File: config.mk
export PLATFORM = sky130hd
export DESIGN_NAME = serial_subtractor
export DESIGN_NICKNAME = d
export VERILOG_FILES = /design/src/rtl/serial_subtractor.sv
export SDC_FILE = /design/constraint.sdc
export NUM_CORES = 1
export LEC_CHECK = 0
export BUFFER_PORTS_ARGS = -buffer_cell sky130_fd_sc_hd__buf_2
export CAP_MARGIN = 20
export CORE_ASPECT_RATIO = 1.1
export CORE_MARGIN = 2
export CORE_UTILIZATION = 58
export CTS_BUF_LIST = sky130_fd_sc_hd__clkbuf_16
export CTS_CLUSTER_DIAMETER = 100
export DETAILED_ROUTE_END_ITERATION = 8
export PLACE_DENSITY_LB_ADDON = 0.25
export REMOVE_ABC_BUFFERS = 1
export SLEW_MARGIN = 10
export SYNTH_ARGS = -nofsm -noshare
export SYNTH_HDL_FRONTEND = slang
export SYNTH_SLANG_ARGS = --single-unit
File: constraint.sdc
create_clock -name clk -period 2.5 [get_ports clk]
set_clock_uncertainty 0.15 [all_clocks]
set_input_delay 0.25 -clock clk [delete_from_list [all_inputs] [get_ports clk]]
set_output_delay 0.25 -clock clk [all_outputs]
set_load 0.01 [all_outputs]
File: src/rtl/serial_subtractor.sv
// Bit-serial LSB-first two's-complement subtractor: diff = a - b - bin over WIDTH cycles.
// One full-subtractor cell, a borrow flop and a start/done handshake with held results.
module serial_subtractor #(
    parameter int WIDTH = 8
) (
    input  logic             clk,
    input  logic             rst,
    input  logic             start,
    input  logic [WIDTH-1:0] a,
    input  logic [WIDTH-1:0] b,
    input  logic             bin,
    output logic             busy,
    output logic             done,
    output logic [WIDTH-1:0] diff,
    output logic             bout,
    output logic             ovf
);

    localparam int CW = $clog2(WIDTH);

    typedef enum logic [1:0] {IDLE, RUN, DONE} state_t;

    state_t           state, nstate;
    logic [WIDTH-1:0] areg, breg, rreg, rnext;
    logic [CW-1:0]    cnt;
    logic             borrow, amsb, bmsb;
    logic             x, y, d, nb, last;

    // Full-subtractor cell working on the current LSBs and the stored borrow.
    always_comb begin
        x     = areg[0];
        y     = breg[0];
        d     = x ^ y ^ borrow;
        nb    = (~x & y) | (~(x ^ y) & borrow);
        last  = (cnt == CW'(WIDTH - 1));
        rnext = WIDTH'({d, rreg} >> 1);
    end

    always_comb begin
        nstate = state;
        case (state)
            IDLE:    if (start) nstate = RUN;
            RUN:     if (last)  nstate = DONE;
            DONE:    nstate = IDLE;
            default: nstate = IDLE;
        endcase
    end

    assign busy = (state != IDLE);
    assign done = (state == DONE);

    always_ff @(posedge clk or posedge rst) begin
        if (rst) begin
            state <= IDLE;
        end else begin
            state <= nstate;
        end
    end

    always_ff @(posedge clk or posedge rst) begin
        if (rst) begin
            areg   <= '0;
            breg   <= '0;
            rreg   <= '0;
            cnt    <= '0;
            borrow <= 1'b0;
            amsb   <= 1'b0;
            bmsb   <= 1'b0;
            diff   <= '0;
            bout   <= 1'b0;
            ovf    <= 1'b0;
        end else begin
            case (state)
                IDLE: begin
                    if (start) begin
                        areg   <= a;
                        breg   <= b;
                        borrow <= bin;
                        cnt    <= '0;
                        rreg   <= '0;
                        amsb   <= a[WIDTH-1];
                        bmsb   <= b[WIDTH-1];
                    end
                end
                RUN: begin
                    areg   <= areg >> 1;
                    breg   <= breg >> 1;
                    rreg   <= rnext;
                    borrow <= nb;
                    cnt    <= cnt + CW'(1);
                    // The final bit is folded straight into the published result.
                    if (last) begin
                        diff <= rnext;
                        bout <= nb;
                        ovf  <= (amsb != bmsb) & (d != amsb);
                    end
                end
                default: ;
            endcase
        end
    end

endmodule

==> flow_summary.toml <==
[critical_path]
arrival_ps = 1930
path_class = "flop to flop"
path_cells = "o21bai_2 -> buf_4 -> nand2_1 -> o21ai_0"
cp.required_ps = 2550
slowest_delay_ps = 700
crit_buf_inv = 1
end_kind = "flop"
cp_max_fo = 19
start_kind = "flop"
cp_slowest_cell = "o21bai_2"
critPathTopFamily = "compound AO/OA/AOI/OAI gates"

[cts]
clk_pin_slew_ps = 50
cts_tree = "done"
h-tree-depth = 2
numCtsBuffers = 5
cts.sinks = 41
cts.path.max_buffers = 2
cts-root-buf = "clkbuf_16"
clock_latency_ps = 280
cts.repair.resized = 0

[route]
wl_per_cell_um = 14.71
top_layer = "met4"
vias = 1251
drt-total-wl_mm = 3.265
drc = 0
met2_length_mm = 1.591
postRouteAntennaNets = 0
drtIter0Drc = 36
vias_per_cell = 5.635
firstDrtPassIters = 4
wl_met1_mm = 1.445
wl_met3_um = 144

[finish]
layout_commonest_cell = "dfrtp_1"
layout.nets = 210
antenna_cells = 0
final_cells = 222
area_delta_synth_final_pct = 17.86
drive_gt1_frac = 0.2979
final_cell_area_mm2 = 0.002106
final_cell_mix = "41 x dfrtp_1, 31 x buf_2, 17 x nand2_1"

[die]
placeableCoreArea_mm2 = 0.002995
start_util = 0.5965
ios = 32
die_area_mm2 = 0.003541
dieHeight_um = 62.21
rows = 21
die_x_um = 56.92

[timing]
rsz0062_at_grt = "no"
slew_violations = 0
hold_slack_ps = 60.86
maxSlewHeadroom = 0.4882
setup_tns_ps = 0
tightest_slew_ps = 767.2
min_period_ps = 1885
fin_crit_sh = 0.7538
fmax_ghz = 0.5306
finalHoldViolations = 0
setup_viol = 0

[power_and_ir_drop]
clkPwrFrac = 0.231
internal_power_mw = 1.734
pwr-share-comb = 0.331
irDropWorstVdd_mv = 0.8530
seqPwrFrac = 0.438
p_switching_mw = 0.8434
swShare = 0.3272
p_leak_nw = 1.066
power_density_mw_per_mm2 = 1224

[logic_synthesis]
yosysUniqueCellTypes = 24
synth_area_mm2 = 0.001787
ys_seq_area_frac = 0.5742
syn_area_per_cell_um2 = 11.60
ys.warnings.count = 0
synth_seq_cells = 41
synthesis.instances = 154

[place]
place.port_buffers = 31
hpwl_mm = 2.213
placed_cell_area_mm2 = 0.001958
gp_congestion = 0.7489
dp_cells = 213

[global_route]
grt-ovfl-total = 0
grt_use_total = 0.2147
grt_pass1_wl_mm = 5.678
grt_max_degree = 42
antenna_found_initial = 0
grt_pass1_vias = 1192

[status]
status = "completed"

[hold_path]
worstHoldPathType = "input port to flop"

[job]
drv_cap = 0
==> stage by stage <==
stage                     utilization  worst slack [ps]  power (mW)
after detailed placement       0.6537             634.1       1.995
after floorplan                     -             722.0       1.694
after CTS                      0.7030             614.4       2.606
after global placement         0.6537             707.5       1.945
after global routing           0.7030             467.1       2.774
final                          0.7030             615.5       2.577
==> worst register-to-register path: stages (launching register included) <==
cell	delay (ps)
dfrtp_1	530
o21bai_2	700
buf_4	290
nand2_1	60
o21ai_0	70
==> registers in the layout (all words and copies together) (netlist names) <==
register	cells
cnt	3
ovf	1
breg	8
bmsb	1
borrow	1
bout	1
amsb	1
state	2
diff	8
areg	8
rreg	7
==> cell usage after synthesis <==
library cell | number | area [µm²]
dfrtp_1 | 41 | 1026
a21oi_1 | 14 | 70.07
inv_1 | 4 | 15.01
and3b_1 | 11 | 96.34
a22o_1 | 11 | 96.34
nor2b_1 | 5 | 31.28
clkbuf_2 | 1 | 5.000
o21bai_2 | 1 | 11.26
o21ai_0 | 15 | 75.07
o21ai_1 | 2 | 10.01
or2_2 | 1 | 6.260
nand2_1 | 17 | 63.81
buf_2 | 5 | 25.02
nor2_2 | 1 | 6.260
buf_4 | 1 | 7.510
a22oi_1 | 3 | 22.52
nand3b_2 | 1 | 11.26
buf_6 | 1 | 11.26
fa_1 | 1 | 20.02
clkbuf_1 | 2 | 7.510
mux2_2 | 11 | 123.9
nand2b_1 | 2 | 12.51
nor3b_1 | 1 | 7.510
ha_1 | 2 | 25.02
==> power by group through the flow <==
| stage | Clock (mW) | Sequential [mW] | Combinational [mW] |
|---|---|---|---|
| after global routing | 0.643 | 1.17 | 0.961 |
| after detailed placement | 0 | 1.14 | 0.853 |
| after global placement | 0 | 1.12 | 0.820 |
| final | 0.595 | 1.13 | 0.853 |
| after CTS | 0.613 | 1.13 | 0.861 |
| after floorplan | 0 | 1.16 | 0.537 |
==> per-layer routing <==
| layer | global-route usage | vias to the layer above |
|---|---|---|
| met2 | 0.3103 | 21 |
| met1 | 0.2955 | 616 |
| met3 | 0.06875 | 7 |
| li1 | - | 607 |
| met5 | 0 | - |
| met4 | 0.09884 | 0 |
==> cell type report <==
class	instances	area, µm²
inverters	4	15.01
flip-flops and latches	41	1026
multi-input cells	99	689.4
well taps	34	42.54
clock buffers	5	125.1
fillers	220	889.6
repair buffers	36	195.2
clock inverters	3	12.51
==> cells by family (layout without fill, tap and decap cells) <==
family	count (synthesis)	in the layout	share of synthesized area
compound gates	46	46	0.1597
fa+ha+maj	3	3	0.02521
buf+inv	14	48	0.03991
flops	41	41	0.5742
mux	11	11	0.06933
simple gates	39	39	0.1317
==> path summary, 6_finish.rpt <==
path                           from  endpoint  slack (ps)  cells past startpoint
setup / recovery           state[0]   breg[6]         620                      4
hold / removal                 a[7]   areg[7]          60                      2
setup reg to reg           state[0]   breg[6]         620                      4
hold reg to reg             areg[1]   areg[1]         330                      2
max in group asynchronous       rst   breg[3]        1360                      4
min in group asynchronous       rst   diff[1]         490                      4
==> repair_timing <==
item,4_1_cts,5_1_grt
hold buffers,1,0
hold endpoints to repair,41,0
buffers inserted,0,0
Power figures use the tool's default switching activity.
